## src/rtl/pq_cmd_frontend_if.sv

```systemverilog
// Insert/pop handshakes and heap-command bundle for pq_cmd_frontend.
// slave is the front-end's view; master is the surrounding logic's view.
interface pq_cmd_frontend_if #(
   parameter int unsigned DATA_WIDTH = 16,
   parameter int unsigned FIFO_DEPTH = 4
);
   localparam int unsigned CountWidth = $clog2(FIFO_DEPTH + 1);

   logic                  i_enq_valid;
   logic [DATA_WIDTH-1:0] i_enq_data;
   logic                  o_enq_ready;

   logic                  i_deq_ready;
   logic                  o_deq_valid;
   logic [DATA_WIDTH-1:0] o_deq_data;

   logic                  o_pq_wrt;
   logic                  o_pq_read;
   logic [DATA_WIDTH-1:0] o_pq_data;
   logic                  i_pq_full;
   logic                  i_pq_empty;
   logic [DATA_WIDTH-1:0] i_pq_data;

   logic [CountWidth-1:0] o_fifo_count;

   modport slave (
      input  i_enq_valid, i_enq_data, i_deq_ready, i_pq_full, i_pq_empty, i_pq_data,
      output o_enq_ready, o_deq_valid, o_deq_data, o_pq_wrt, o_pq_read, o_pq_data,
             o_fifo_count
   );

   modport master (
      output i_enq_valid, i_enq_data, i_deq_ready, i_pq_full, i_pq_empty, i_pq_data,
      input  o_enq_ready, o_deq_valid, o_deq_data, o_pq_wrt, o_pq_read, o_pq_data,
             o_fifo_count
   );
endinterface

```

## src/rtl/pq_cmd_frontend.sv

```systemverilog
// Paced command front-end for the BRAM-tree max-priority queue: insert FIFO, one-entry pop
// response register, insert+pop fusion into replace. PQ_FE_BYPASS_EN enables the empty-heap bypass.
module pq_cmd_frontend #(
   parameter int unsigned DATA_WIDTH = 16,
   parameter int unsigned QUEUE_SIZE = 7,
   parameter int unsigned FIFO_DEPTH = 4,
   parameter int unsigned ISSUE_GAP  = 12
) (
   input logic              CLK,
   input logic              RSTn,
   pq_cmd_frontend_if.slave bus
);

   localparam int unsigned PtrWidth   = $clog2(FIFO_DEPTH);
   localparam int unsigned CountWidth = $clog2(FIFO_DEPTH + 1);
   localparam int unsigned GapWidth   = $clog2(ISSUE_GAP);

   localparam logic [CountWidth-1:0] DepthCnt = CountWidth'(FIFO_DEPTH);
   localparam logic [GapWidth-1:0]   GapLoad  = GapWidth'(ISSUE_GAP - 1);

   if (FIFO_DEPTH < 2 || (FIFO_DEPTH & (FIFO_DEPTH - 1)) != 0 || ISSUE_GAP < 2 ||
       QUEUE_SIZE < 1) begin : g_bad_params
      $error("pq_cmd_frontend: illegal parameter set");
   end

   typedef enum logic {
      StIdle,
      StHold
   } state_e;

   typedef enum logic [2:0] {
      ActNone,
      ActReplace,
      ActBypass,
      ActDequeue,
      ActInsert
   } act_e;

   // ---------------------------------------------------------------------------------------------
   // Insert FIFO
   // ---------------------------------------------------------------------------------------------
   logic [DATA_WIDTH-1:0] mem_q [FIFO_DEPTH];
   logic [PtrWidth-1:0]   rd_ptr_q, wr_ptr_q;
   logic [CountWidth-1:0] count_q, count_d;
   logic                  enq_ready_q;
   logic                  push, pop, fifo_nonempty;
   logic [DATA_WIDTH-1:0] head;

   // Zero is the heap's empty marker, so such keys are acknowledged but never stored.
   assign push          = bus.i_enq_valid && enq_ready_q && (bus.i_enq_data != '0);
   assign fifo_nonempty = (count_q != '0);
   assign head          = mem_q[rd_ptr_q];

   always_comb begin
      count_d = count_q;
      case ({push, pop})
         2'b10:   count_d = count_q + 1'b1;
         2'b01:   count_d = count_q - 1'b1;
         default: count_d = count_q;
      endcase
   end

   always_ff @(posedge CLK or negedge RSTn) begin
      if (!RSTn) begin
         rd_ptr_q    <= '0;
         wr_ptr_q    <= '0;
         count_q     <= '0;
         enq_ready_q <= 1'b0;
      end else begin
         if (push) wr_ptr_q <= wr_ptr_q + 1'b1;
         if (pop)  rd_ptr_q <= rd_ptr_q + 1'b1;
         count_q     <= count_d;
         enq_ready_q <= (count_d < DepthCnt);
      end
   end

   always_ff @(posedge CLK) begin
      if (push) mem_q[wr_ptr_q] <= bus.i_enq_data;
   end

   // ---------------------------------------------------------------------------------------------
   // Command decode
   // ---------------------------------------------------------------------------------------------
   state_e                state_q, state_d;
   logic [GapWidth-1:0]   gap_q, gap_d;
   logic                  run_q;
   logic                  resp_valid_q, resp_valid_d;
   logic [DATA_WIDTH-1:0] resp_data_q, resp_data_d;
   logic                  pop_pending, issue;
   act_e                  act;

   assign pop_pending = bus.i_deq_ready && !resp_valid_q;

   // run_q keeps every command output low while reset is held and on the release edge.
   always_comb begin
      act = ActNone;
      if (run_q && state_q == StIdle) begin
         if (pop_pending && fifo_nonempty && !bus.i_pq_empty) begin
            act = ActReplace;
`ifdef PQ_FE_BYPASS_EN
         end else if (pop_pending && bus.i_pq_empty && fifo_nonempty) begin
            act = ActBypass;
`endif
         end else if (pop_pending && !fifo_nonempty && !bus.i_pq_empty) begin
            act = ActDequeue;
         end else if (fifo_nonempty && !bus.i_pq_full && (!pop_pending || bus.i_pq_empty)) begin
            // A pop against an empty heap lets the insert go first when there is no bypass.
            act = ActInsert;
         end
      end
   end

   assign issue = (act == ActReplace) || (act == ActDequeue) || (act == ActInsert);
   assign pop   = (act == ActReplace) || (act == ActBypass) || (act == ActInsert);

   // ---------------------------------------------------------------------------------------------
   // Pacing FSM
   // ---------------------------------------------------------------------------------------------
   always_ff @(posedge CLK or negedge RSTn) begin
      if (!RSTn) begin
         state_q <= StIdle;
         gap_q   <= '0;
         run_q   <= 1'b0;
      end else begin
         state_q <= state_d;
         gap_q   <= gap_d;
         run_q   <= 1'b1;
      end
   end

   always_comb begin
      state_d = state_q;
      gap_d   = gap_q;
      unique case (state_q)
         StIdle: begin
            if (issue) begin
               state_d = StHold;
               gap_d   = GapLoad;
            end
         end
         StHold: begin
            gap_d = gap_q - 1'b1;
            if (gap_d == '0) state_d = StIdle;
         end
         default: state_d = StIdle;
      endcase
   end

   always_comb begin
      bus.o_pq_wrt  = 1'b0;
      bus.o_pq_read = 1'b0;
      bus.o_pq_data = '0;
      unique case (act)
         ActReplace: begin
            bus.o_pq_wrt  = 1'b1;
            bus.o_pq_read = 1'b1;
            bus.o_pq_data = head;
         end
         ActDequeue: bus.o_pq_read = 1'b1;
         ActInsert: begin
            bus.o_pq_wrt  = 1'b1;
            bus.o_pq_data = head;
         end
         default: ;
      endcase
   end

   // ---------------------------------------------------------------------------------------------
   // Pop response register
   // ---------------------------------------------------------------------------------------------
   always_comb begin
      resp_valid_d = resp_valid_q;
      resp_data_d  = resp_data_q;
      if (resp_valid_q && bus.i_deq_ready) begin
         resp_valid_d = 1'b0;
         resp_data_d  = '0;
      end else if (act == ActReplace || act == ActDequeue) begin
         resp_valid_d = 1'b1;
         resp_data_d  = bus.i_pq_data;
      end else if (act == ActBypass) begin
         resp_valid_d = 1'b1;
         resp_data_d  = head;
      end
   end

   always_ff @(posedge CLK or negedge RSTn) begin
      if (!RSTn) begin
         resp_valid_q <= 1'b0;
         resp_data_q  <= '0;
      end else begin
         resp_valid_q <= resp_valid_d;
         resp_data_q  <= resp_data_d;
      end
   end

   assign bus.o_enq_ready  = enq_ready_q;
   assign bus.o_deq_valid  = resp_valid_q;
   assign bus.o_deq_data   = resp_data_q;
   assign bus.o_fifo_count = count_q;

endmodule

```

## src/flat_wrapper.sv

```systemverilog
// flat-port wrapper written by rule: the top's interface ports become plain ports
module pq_cmd_frontend_flat 
#(
   parameter int unsigned DATA_WIDTH = 16,
   parameter int unsigned QUEUE_SIZE = 7,
   parameter int unsigned FIFO_DEPTH = 4,
   parameter int unsigned ISSUE_GAP  = 12
)
  (CLK, RSTn, bus_i_enq_valid, bus_i_enq_data, bus_i_deq_ready, bus_i_pq_full, bus_i_pq_empty, bus_i_pq_data, bus_o_enq_ready, bus_o_deq_valid, bus_o_deq_data, bus_o_pq_wrt, bus_o_pq_read, bus_o_pq_data, bus_o_fifo_count);
  pq_cmd_frontend_if #(.DATA_WIDTH(DATA_WIDTH), .FIFO_DEPTH(FIFO_DEPTH)) bus_i ();
  input logic CLK;
  input logic RSTn;
  input wire logic [$bits(bus_i.i_enq_valid)-1:0] bus_i_enq_valid;
  input wire logic [$bits(bus_i.i_enq_data)-1:0] bus_i_enq_data;
  input wire logic [$bits(bus_i.i_deq_ready)-1:0] bus_i_deq_ready;
  input wire logic [$bits(bus_i.i_pq_full)-1:0] bus_i_pq_full;
  input wire logic [$bits(bus_i.i_pq_empty)-1:0] bus_i_pq_empty;
  input wire logic [$bits(bus_i.i_pq_data)-1:0] bus_i_pq_data;
  output wire logic [$bits(bus_i.o_enq_ready)-1:0] bus_o_enq_ready;
  output wire logic [$bits(bus_i.o_deq_valid)-1:0] bus_o_deq_valid;
  output wire logic [$bits(bus_i.o_deq_data)-1:0] bus_o_deq_data;
  output wire logic [$bits(bus_i.o_pq_wrt)-1:0] bus_o_pq_wrt;
  output wire logic [$bits(bus_i.o_pq_read)-1:0] bus_o_pq_read;
  output wire logic [$bits(bus_i.o_pq_data)-1:0] bus_o_pq_data;
  output wire logic [$bits(bus_i.o_fifo_count)-1:0] bus_o_fifo_count;
  assign bus_i.i_enq_valid = bus_i_enq_valid;
  assign bus_i.i_enq_data = bus_i_enq_data;
  assign bus_i.i_deq_ready = bus_i_deq_ready;
  assign bus_i.i_pq_full = bus_i_pq_full;
  assign bus_i.i_pq_empty = bus_i_pq_empty;
  assign bus_i.i_pq_data = bus_i_pq_data;
  assign bus_o_enq_ready = bus_i.o_enq_ready;
  assign bus_o_deq_valid = bus_i.o_deq_valid;
  assign bus_o_deq_data = bus_i.o_deq_data;
  assign bus_o_pq_wrt = bus_i.o_pq_wrt;
  assign bus_o_pq_read = bus_i.o_pq_read;
  assign bus_o_pq_data = bus_i.o_pq_data;
  assign bus_o_fifo_count = bus_i.o_fifo_count;
  pq_cmd_frontend #(.DATA_WIDTH(DATA_WIDTH), .QUEUE_SIZE(QUEUE_SIZE), .FIFO_DEPTH(FIFO_DEPTH), .ISSUE_GAP(ISSUE_GAP)) u_core (.CLK(CLK), .RSTn(RSTn), .bus(bus_i));
endmodule
```

## config.mk

```make
export PLATFORM = sky130hd
export DESIGN_NAME = pq_cmd_frontend_flat
export DESIGN_NICKNAME = d
export VERILOG_FILES = /design/src/rtl/pq_cmd_frontend_if.sv /design/src/rtl/pq_cmd_frontend.sv /design/src/flat_wrapper.sv
export SDC_FILE = /design/constraint.sdc
export NUM_CORES = 1
export LEC_CHECK = 0
export ABC_AREA = 1
export BUFFER_PORTS_ARGS = -buffer_cell sky130_fd_sc_hd__buf_2
export CORE_MARGIN = 2
export CORE_UTILIZATION = 50
export DETAILED_ROUTE_END_ITERATION = 7
export PLACE_DENSITY = 0.78
export REMOVE_ABC_BUFFERS = 1
export SYNTH_ARGS = -nofsm -noshare
export SYNTH_HDL_FRONTEND = slang
export SYNTH_SLANG_ARGS = --single-unit
export TNS_END_PERCENT = 5
```

## constraint.sdc

```tcl
create_clock -name CLK -period 2 [get_ports CLK]
set_input_delay 0.4 -clock CLK [delete_from_list [all_inputs] [get_ports CLK]]
set_output_delay 0.4 -clock CLK [all_outputs]
set_load 0.01 [all_outputs]
```

# After elaboration in Yosys (flattened, before gate mapping)
# Memories as Yosys holds them, arrays and structs flattened.
# Index checks and enable logic that the tools add are counted.
# Widths: inputs -> output; s select.
dict set report op_classes {
  add_sub_neg 5
  magnitude_cmp 1
  eq_ne 7
  n_mux 21
  bitwise_logic 1
  n_reduce_logical 27
}
# op count
set op_table {}
lappend op_table {{$mux 16} 4}
lappend op_table {{$reduce_bool 16->1} 1}
lappend op_table {{$mux 3} 4}
lappend op_table {{$logic_and 1x1->1} 11}
lappend op_table {{$mux 1} 9}
lappend op_table {{$pmux 4 s2} 1}
lappend op_table {{$eq 3x2->1 const B} 2}
lappend op_table {{$pmux 3 s2} 1}
lappend op_table {{$reduce_bool 3->1} 2}
lappend op_table {{$logic_not 1->1} 5}
lappend op_table {{$logic_or 1x1->1} 5}
lappend op_table {{$add 2x1->2 const B} 2}
lappend op_table {{$logic_not 4->1} 1}
lappend op_table {{$mux 4} 1}
lappend op_table {{$reduce_or 2->1} 2}
lappend op_table {{$sub 4x1->4 const B} 1}
lappend op_table {{$add 3x1->3 const B} 1}
lappend op_table {{$eq 3x1->1 const B} 1}
lappend op_table {{$eq 3x3->1 const B} 1}
lappend op_table {{$lt 3x3->1 const B} 1}
lappend op_table {{$sub 3x1->3 const B} 1}
lappend op_table {{$eq 2x1->1 const B} 1}
lappend op_table {{$eq 2x2->1 const B} 1}
lappend op_table {{$ne 2x1->1 const B} 1}
lappend op_table {{2 further kinds} 2}
dict set report totals {
  reg_bits 31
  ramBits 64
  input_bits 38
  out_inout_bits 39
  wordCells 72
  n_memories 1
}
# name depth word_bits read_ports rd_ports_with_merged_regs write_ports line
set mem_list {}
lappend mem_list {u_core.mem_q 4 16 1 0 1 pq_cmd_frontend.sv:42} ;# logic [DATA_WIDTH-1:0] mem_q [FIFO_DEPTH];

# Logic depth before layout (Yosys ltp)
# Gate-level depths: netlist (run 1).
dict set report logic_depth {
  ltp_word 15
  depth_mapped 11
  ltp_nobuf 11
}

# Worst setup path after synthesis (run 1)
# OpenSTA, ideal clock, no wires.
dict set report synth_path {
  path_type {register to register}
  from {register u_core.count_q[0] (netlist: u_core.bus.o_fifo_count[0])}
  to {register u_core.enq_ready_q (netlist: u_core.bus.o_enq_ready)}
  setup_ns 0.121
  t_arrival_ns 1.912
  required_time_ns 1.879
  setup_slack_ns -0.033
  path_stages_with_launch 10
  n_path_buf 0
  synth_period_minus_slack_ns 2.033
  path_cell_list {dfrtp_1 -> nor2_1 -> nand2_1 -> nand3_4 -> nand2_4 -> ha_1 -> fa_1 -> o21ai_0 -> xor2_1 -> inv_1}
}
dict set report synth_between {
  elab_chain_cells 13
  elab_cells_between_ends 23
  cone_classes {add/sub (2); order compare (1); eq/ne (5); mux (5); reduce/logical (10)}
}
# item line
set synth_rtl {}
lappend synth_rtl {{from (decl)} pq_cmd_frontend.sv:44} ;# logic [CountWidth-1:0] count_q, count_d;
lappend synth_rtl {{from (signal assigned)} pq_cmd_frontend.sv:72} ;# count_q <= count_d;
lappend synth_rtl {{$reduce_bool 3->1 *} pq_cmd_frontend.sv:51} ;# assign fifo_nonempty = (count_q != '0);
lappend synth_rtl {{$logic_and 1x1->1 / $logic_not 1->1 (equally long branches)} {pq_cmd_frontend.sv:106, pq_cmd_frontend.sv:104}}
lappend synth_rtl {{$logic_and 1x1->1, on equally long branches} {pq_cmd_frontend.sv:106, pq_cmd_frontend.sv:104}}
lappend synth_rtl {{$mux 3 / $logic_and 1x1->1 (equally long branches)} {pq_cmd_frontend.sv:106, pq_cmd_frontend.sv:104}}
lappend synth_rtl {{$mux 3} pq_cmd_frontend.sv:104} ;# end else if (pop_pending && !fifo_nonempty && !bus.i_pq_empty) begin
lappend synth_rtl {{$mux 3 *} pq_cmd_frontend.sv:98} ;# if (pop_pending && fifo_nonempty && !bus.i_pq_empty) begin
lappend synth_rtl {{$mux 3 *} pq_cmd_frontend.sv:97} ;# if (run_q && state_q == StIdle) begin
lappend synth_rtl {{$eq 3x1->1 / $eq 3x2->1 (equally long branches)} pq_cmd_frontend.sv:114} ;# assign pop = (act == ActReplace) || (act == ActBypass) || (act == ActInsert);
lappend synth_rtl {{$logic_or 1x1->1} pq_cmd_frontend.sv:114}
lappend synth_rtl {{$logic_or 1x1->1 *} pq_cmd_frontend.sv:114}
lappend synth_rtl {{net u_core.pop} pq_cmd_frontend.sv:46} ;# logic push, pop, fifo_nonempty;
lappend synth_rtl {{$eq 2x1->1 / $eq 2x2->1 (equally long branches)} pq_cmd_frontend.sv:56} ;# case ({push, pop})
lappend synth_rtl {{$pmux 3 s2 *} pq_cmd_frontend.sv:56}
lappend synth_rtl {{$lt 3x3->1 *} pq_cmd_frontend.sv:73} ;# enq_ready_q <= (count_d < DepthCnt);
lappend synth_rtl {{to (signal assigned)} pq_cmd_frontend.sv:73}
lappend synth_rtl {{to (decl)} pq_cmd_frontend.sv:45} ;# logic enq_ready_q;
# Mark *: on every way through the listed nets, which the timed path passes. The rest lies on a longest branch.
# A chain may end at the register's enable or synchronous reset.

# Worst setup path after layout (run 1)
dict set report layout_path {
  from {register u_core.resp_valid_q (netlist: u_core.bus.o_deq_valid)}
  to {output port bus_o_pq_data[15]}
}
dict set report layout_between {
  elab_chain_cells 12
  elab_cells_between_ends 17
  cone_classes {eq/ne (2); mux (5); reduce/logical (10)}
}
# item line
set layout_rtl {}
lappend layout_rtl {{from (decl)} pq_cmd_frontend.sv:87} ;# logic resp_valid_q, resp_valid_d;
lappend layout_rtl {{from (signal assigned)} pq_cmd_frontend.sv:191} ;# resp_valid_q <= resp_valid_d;
lappend layout_rtl {{$logic_not 1->1 *} pq_cmd_frontend.sv:92} ;# assign pop_pending = bus.i_deq_ready && !resp_valid_q;
lappend layout_rtl {{$logic_and 1x1->1 *} pq_cmd_frontend.sv:92}
lappend layout_rtl {{$logic_not 1->1} pq_cmd_frontend.sv:106} ;# end else if (fifo_nonempty && !bus.i_pq_full && (!pop_pending || bus.i_pq_empty)) begin
lappend layout_rtl {{$logic_or 1x1->1} pq_cmd_frontend.sv:106}
lappend layout_rtl {{$logic_and 1x1->1} pq_cmd_frontend.sv:106}
lappend layout_rtl {{$mux 3} pq_cmd_frontend.sv:106}
lappend layout_rtl {{$mux 3} pq_cmd_frontend.sv:104}
lappend layout_rtl {{$mux 3 *} pq_cmd_frontend.sv:98}
lappend layout_rtl {{$mux 3 *} pq_cmd_frontend.sv:97}
lappend layout_rtl {{$eq 3x3->1 / $eq 3x1->1 (equally long branches)} pq_cmd_frontend.sv:153} ;# unique case (act)
lappend layout_rtl {{$reduce_or 2->1 (no line) *} -}
lappend layout_rtl {{$mux 16 *} pq_cmd_frontend.sv:153}
lappend layout_rtl {{to (decl)} flat_wrapper.sv:24} ;# output wire logic [$bits(bus_i.o_pq_data)-1:0] bus_o_pq_data;
# Mark *: on every way between the ends. The rest lies on a longest branch, timed or not.

==> flow_summary.json, run 1 <==
{
  "status": "complete, but fails checks",
  "violations": "negative setup slack",
  "grtUsageMet2_pct": 35.5,
  "ys_seq_area_share_pct": 66.5,
  "syn_to_final_growth_pct": 22.9,
  "grt_antenna_before_repair": 0,
  "timing.rr.start": "u_core.bus.o_fifo_count[0]$_DFFE_PN0N_",
  "synth-seq-cells": 95,
  "io_buffer_count": 76,
  "fin_ws_ns": -0.0193,
  "final_common_cell": "nand2_1",
  "p_clk_share_pct": 21.1,
  "fillCellCount": 612,
  "dr.pass1.iters": 4,
  "fin_crit_sh_pct": 101,
  "fin_tns_setup_ns": -0.127,
  "ios": 77,
  "postLayoutCoreUtil_pct": 63.8,
  "start_kind": "flop",
  "routed_wl_mm": 8.19,
  "crit_end": "bus_o_pq_data[15]",
  "switching_share_pct": 35.5,
  "ir_drop_mv": 0.690,
  "grt_pass1_wl_mm": 13.4,
  "path_cells": "nor2_2 -> nand2_2 -> nor2_4 -> nand2_2 -> nand2_4 -> buf_6 -> inv_8 -> nor2_2 -> buf_2",
  "rsz0062_at_grt": "yes",
  "clk_latency_ns": 0.36,
  "numClockSinks": 95,
  "busiest_layer": "met2",
  "die_height_um": 94.1,
  "layout_common_cells": "nand2_1 (139), buf_2 (76), edfxtp_1 (64)",
  "dieArea_mm2": 0.00885,
  "met1_usage_pct": 23.7,
  "num_rows": 32,
  "syn_area_per_cell_um2": 10.5,
  "cpMaxStageDelayCell": "dfrtp_1",
  "initial_core_util_pct": 52.0,
  "place.gp.congestion": 0.723,
  "cts_tree": "yes",
  "hp-class": "input pin to async pin",
  "yosysWarnings": 0,
  "seqPwrFrac_pct": 45.3,
  "slew_violations": 0,
  "die_x_um": 94.1,
  "r2r-end": "u_core.bus.o_enq_ready$_DFF_PN0_",
  "skew_ns": 0.00396,
  "vias": 2967,
  "p_per_area_mw_per_mm2": 1220,
  "core_mm2": 0.00781,
  "critPathTopFamily": "simple AND/OR/NAND/NOR gates",
  "end_kind": "output pin",
  "numCtsBuffers": 9,
  "avgRoutedWirePerCell_um": 13.7,
  "setup-violations-final": 13,
  "cp_slowest_stage_delay_ns": 0.40,
  "route.detailed.drc": 0,
  "grtUsageTotal_pct": 20.1,
  "rr_worst_depth": 10,
  "hold_violations": 0,
  "layout.nets": 537,
  "grt-ovfl-total": 0,
  "clk_path_buf_depth": 2,
  "p_int_mw": 3.93,
  "critical_path_arrival_ns": 1.62,
  "ys_types": 27,
  "hold_slack_ns": 0.0759,
  "combPwrFrac_pct": 33.6,
  "syn_inst": 388,
  "cts_root_buf": "clkbuf_8",
  "period_minus_slack_ns": 2.02,
  "clkTransAtPathRegs_ns": 0.09,
  "fmax_mhz": 495,
  "worstPathRequired_ns": 1.60,
  "cp.depth": 9,
  "grt_start_max_net_pins": 32,
  "postRouteAntennaNets": 0,
  "rrSetupSlack_ns": 0.04,
  "crit_type": "flop to output pin",
  "drive_gt1_share_pct": 29.8,
  "drv_cap": 0,
  "p_leak_nw": 2.32,
  "vias_per_cell": 4.96,
  "htree_levels": 3,
  "max_slew.worst_pin.slew_ns": 0.699,
  "critical_path.startpoint": "u_core.bus.o_deq_valid$_DFFE_PN0P_",
  "cp.buffers_inverters": 3,
  "syn_area_mm2": 0.00406,
  "cp_max_fo": 15,
  "antenna_cells": 0,
  "first_iter_violations": 129,
  "p_sw_mw": 2.16,
  "met3_usage_pct": 4.09,
  "dp_hpwl_mm": 5.57,
  "slew_headroom_pct": 53.4,
  "grt_pass1_vias": 2945
}
cell type report:
class                      instances  area [um2]  area share [%]
clock buffer                       9         124            2.49
clock inverter                     7        78.8            1.58
sequential                        95        2700            54.2
tap                              102         128            2.56
multi-input combinational        260        1240            24.9
inverter                          18        75.1            1.51
timing repair buffer             107         637            12.8
cells by family after synthesis:
logic type,synth area share [%]
flip-flops,66.5
other,0.0924
multiplexers,0.278
AO/OA/AOI/OAI,0.771
adder cells (fa/ha/maj),2.65
XOR/XNOR,0.864
buffers and inverters,3.89
AND/OR/NAND/NOR,25.0
how the worst min path moves through the flow:
stage	start	end	slack, ns
finish	RSTn	u_core.bus.o_deq_valid$_DFFE_PN0P_	0.08
detailed placement	RSTn	u_core.bus.o_deq_valid$_DFFE_PN0P_	0.48
global placement	RSTn	u_core.bus.o_deq_data[2]$_DFFE_PN0P_	0.47
CTS	RSTn	u_core.bus.o_deq_valid$_DFFE_PN0P_	0.09
global route	RSTn	u_core.state_q$_DFF_PN0_	0.13
floorplan	RSTn	async pin	0.10
what timing repair did:
item	in CTS	in global routing
setup buffers	1	0
resized for setup	15	6
pin swaps	1	2
setup endpoints to repair	17	18
hold buffers	0	0
power by group through the flow:
stage	Combinational (mW)	Sequential, mW	Clock [mW]
final	2.04	2.76	1.29
after global routing	2.33	2.80	1.39
after CTS	2.04	2.75	1.31
after detailed placement	2.00	2.78	0
after global placement	1.91	2.77	0
after floorplan	1.05	2.93	0
through the flow:
step / setup slack [ns] / cells / area (um2) / power (mW)
after floorplan: -0.420 / 373 / 3970 / 3.99
after global placement: -0.0362 / 581 / 4710 / 4.68
after detailed placement: -0.178 / 581 / 4710 / 4.78
after CTS: -0.0601 / 598 / 4960 / 6.10
after global routing: -0.119 / 598 / 4980 / 6.52
final: -0.0193 / 598 / 4980 / 6.08
cell usage after synthesis (all sizes together):
cell type	number	area, um2
nor2	37	146
nand2	145	559
mux2	1	11.3
edfxtp	64	1920
o21ai	4	20.0
a21oi	1	5.00
ha	7	87.6
buf	11	72.6
or2	1	6.26
nand3	56	293
nand3b	1	7.51
xor2	2	17.5
clkbuf	4	15.0
o22ai	1	6.26
fa	1	20.0
dfrtp	31	776
inv	18	70.1
xnor2	2	17.5
conb	1	3.75
sequential cells by signal (all words and copies together), names as in the netlist, named ones only:
| register | count |
|---|---|
| u_core.bus.o_deq_data | 16 |
| u_core.bus.o_deq_valid | 1 |
| u_core.bus.o_enq_ready | 1 |
| u_core.bus.o_fifo_count | 2 |
| u_core.gap_q | 4 |
| u_core.mem_q | 64 |
| u_core.rd_ptr_q | 2 |
| u_core.run_q | 1 |
| u_core.state_q | 1 |
| u_core.wr_ptr_q | 2 |
metal layers:
metal	routed length [um]	vias up
met3	510	9
met4	103	0
met2	4200	99
li1	-	1480
met5	0	-
met1	3380	1379
Note: power is estimated with default switching activity, not from simulation.
==> run 2: changes to the inputs <==
- CORE_UTILIZATION: 50 -> 55
- PLACE_DENSITY: 0.78 -> 0.81
- REMOVE_ABC_BUFFERS: 1 -> unset
- clock period: 2 -> 2.3 ns (I/O delays scaled with it)
==> run 2 against run 1 <==
The run now ends clean. Routed wire length is 1.1% lower. Cell area down 2.8%. Core utilization increased by 3.3 points. Combinational power decreased by 14%. Setup slack improved by 0.16 ns. Non-clock buffer count decreased by 14.
==> flow_summary.json, run 2 (same netlist as run 1, synthesis figures left out) <==
{
  "drive_gt1_share_pct": 25.7,
  "slew_violations": 0,
  "cp.buffers_inverters": 1,
  "routed_wl_mm": 8.09,
  "p_total_mw": 5.35,
  "synth_nets": 434,
  "rr_worst_depth": 10,
  "vias": 2939,
  "ir_drop_mv": 0.600,
  "status": "complete, no violations",
  "grt_antenna_before_repair": 0,
  "start_kind": "flop",
  "grt-ovfl-total": 0,
  "slew_headroom_pct": 55.7,
  "cts-hold-fix-buffers": 0,
  "crit_type": "flop to flop",
  "p_leak_nw": 2.26,
  "period_minus_slack_ns": 2.16,
  "fin_crit_sh_pct": 94.0,
  "ios": 77,
  "crit_end": "u_core.bus.o_enq_ready$_DFF_PN0_",
  "syn_to_final_growth_pct": 19.4,
  "cpMaxStageDelayCell": "dfrtp_2",
  "grt_start_max_net_pins": 35,
  "critical_path_arrival_ns": 2.40,
  "rrSetupSlack_ns": 0.14,
  "dp_hpwl_mm": 5.44,
  "grt_pass1_vias": 2882,
  "regMostFlops": "u_core.mem_q",
  "die_x_um": 89.9,
  "vias_per_cell": 5.06,
  "setup-violations-final": 0,
  "fmax_mhz": 463,
  "timing.rr.start": "u_core.bus.o_fifo_count[0]$_DFFE_PN0N_",
  "critPathTopFamily": "adder cells",
  "first_iter_violations": 163,
  "place.gp.congestion": 0.824,
  "grt_pass1_wl_mm": 13.4,
  "hp-class": "input pin to async pin",
  "dieArea_mm2": 0.00808,
  "worstPathRequired_ns": 2.54,
  "numClockSinks": 95,
  "layout_common_cells": "nand2_1 (140), buf_2 (76), edfxtp_1 (64)",
  "route.detailed.drc": 0,
  "r2r-end": "u_core.bus.o_enq_ready$_DFF_PN0_",
  "initial_core_util_pct": 56.2,
  "clk_path_buf_depth": 2,
  "end_kind": "flop",
  "fillCellCount": 563,
  "cp_max_fo": 5,
  "antenna_cells": 0,
  "cp.depth": 10,
  "final_common_cell": "nand2_1",
  "drv_cap": 0,
  "cts_root_buf": "clkbuf_8",
  "hold_violations": 0,
  "postRouteAntennaNets": 0,
  "die_height_um": 89.9,
  "cp_slowest_stage_delay_ns": 0.46,
  "critical_path.startpoint": "u_core.bus.o_fifo_count[0]$_DFFE_PN0N_",
  "p_per_area_mw_per_mm2": 1100,
  "max_slew.worst_pin.slew_ns": 0.665,
  "final_area_mm2": 0.00484,
  "clk_latency_ns": 0.36,
  "clkTransAtPathRegs_ns": 0.09,
  "avgRoutedWirePerCell_um": 13.9,
  "rsz0062_at_grt": "yes",
  "num_rows": 31,
  "core_mm2": 0.00721,
  "htree_levels": 3,
  "dr.pass1.iters": 4,
  "cts_tree": "yes",
  "largest_register_ffs": 64,
  "grtUsageTotal_pct": 21.3,
  "path_cells": "nor2_1 -> nand2_1 -> nand2_2 -> nand2_4 -> ha_1 -> fa_1 -> a21oi_1 -> o21ai_1 -> xor2_1 -> inv_1",
  "layout.nets": 523,
  "skew_ns": 0.0104,
  "placed_cell_area_mm2": 0.00460,
  "numCtsBuffers": 9,
  "io_buffer_count": 76
}
[run 2: cell count changes in the layout (fill, tap and decap cells not counted), moves of 2 or more]
| cell | before | now |
|---|---|---|
| nor2_1 | 26 | 34 |
| inv_8 | 2 | 0 |
| buf_4 | 27 | 15 |
| buf_6 | 3 | 1 |
| nor2_2 | 9 | 3 |
| nor2_4 | 2 | 0 |
[run 2: how the worst min path moves through the flow]
stage	from	end	slack, ns	cells after the start
floorplan	RSTn	async pin	0.16	0
global placement	u_core.bus.o_deq_data[2]$_DFFE_PN0P_	u_core.bus.o_deq_data[2]$_DFFE_PN0P_	0.48	2
finish	RSTn	u_core.bus.o_deq_data[5]$_DFFE_PN0P_	0.13	1
global route	RSTn	u_core.bus.o_deq_data[0]$_DFFE_PN0P_	0.18	1
CTS	RSTn	u_core.bus.o_deq_data[5]$_DFFE_PN0P_	0.15	1
detailed placement	u_core.bus.o_deq_data[13]$_DFFE_PN0P_	u_core.bus.o_deq_data[13]$_DFFE_PN0P_	0.49	2
[run 2: metal layers]
layer  share of wire, %  track usage (%)
met1                 42             27.4
met3                7.1             3.86
met4                2.2             9.87
met2                 48             35.6
met5                  0                0
[run 2: layout make-up]
class	instances	area, um2	share of cell area, %
clock inverter	6	90.1	1.86
inverter	18	73.8	1.52
timing repair buffer	93	524	10.8
sequential	95	2700	55.7
multi-input combinational	260	1200	24.9
clock buffer	10	128	2.64
tap	99	124	2.56
[run 2: worst register-to-register path, cell delays in order (launching register included)]
cell     delay (ns)
dfrtp_2        0.46
nor2_1         0.11
nand2_1        0.11
nand2_2        0.14
nand2_4        0.08
ha_1           0.25
fa_1           0.41
a21oi_1        0.14
o21ai_1        0.09
xor2_1         0.19
inv_1          0.06
[run 2: timing repair]
item / CTS / global route
endpoints found under the hold margin: 0 / 0
setup endpoints to repair: 0 / 4
buffers inserted: 0 / 2
gates resized for setup: 0 / 5
[run 2: metrics by stage]
step | instances | hold slack [ns] | setup slack [ns] | setup TNS (ns) | util (%)
floorplan | 388 | 0.164 | 0.267 | 0 | -
global placement | 563 | 0.479 | 0.136 | 0 | 63.7
detailed placement | 563 | 0.485 | 0.00524 | 0 | 63.7
CTS | 579 | 0.148 | 0.0255 | 0 | 66.8
global route | 581 | 0.181 | -0.00380 | -0.00380 | 67.1
finish | 581 | 0.129 | 0.139 | 0 | 67.1
[run 2: power by group]
group | leakage (nW) | switching [mW] | internal, mW
Sequential | 0.969 | 0.208 | 2.20
Combinational | 1.19 | 1.08 | 0.677
Clock | 0.107 | 0.566 | 0.619
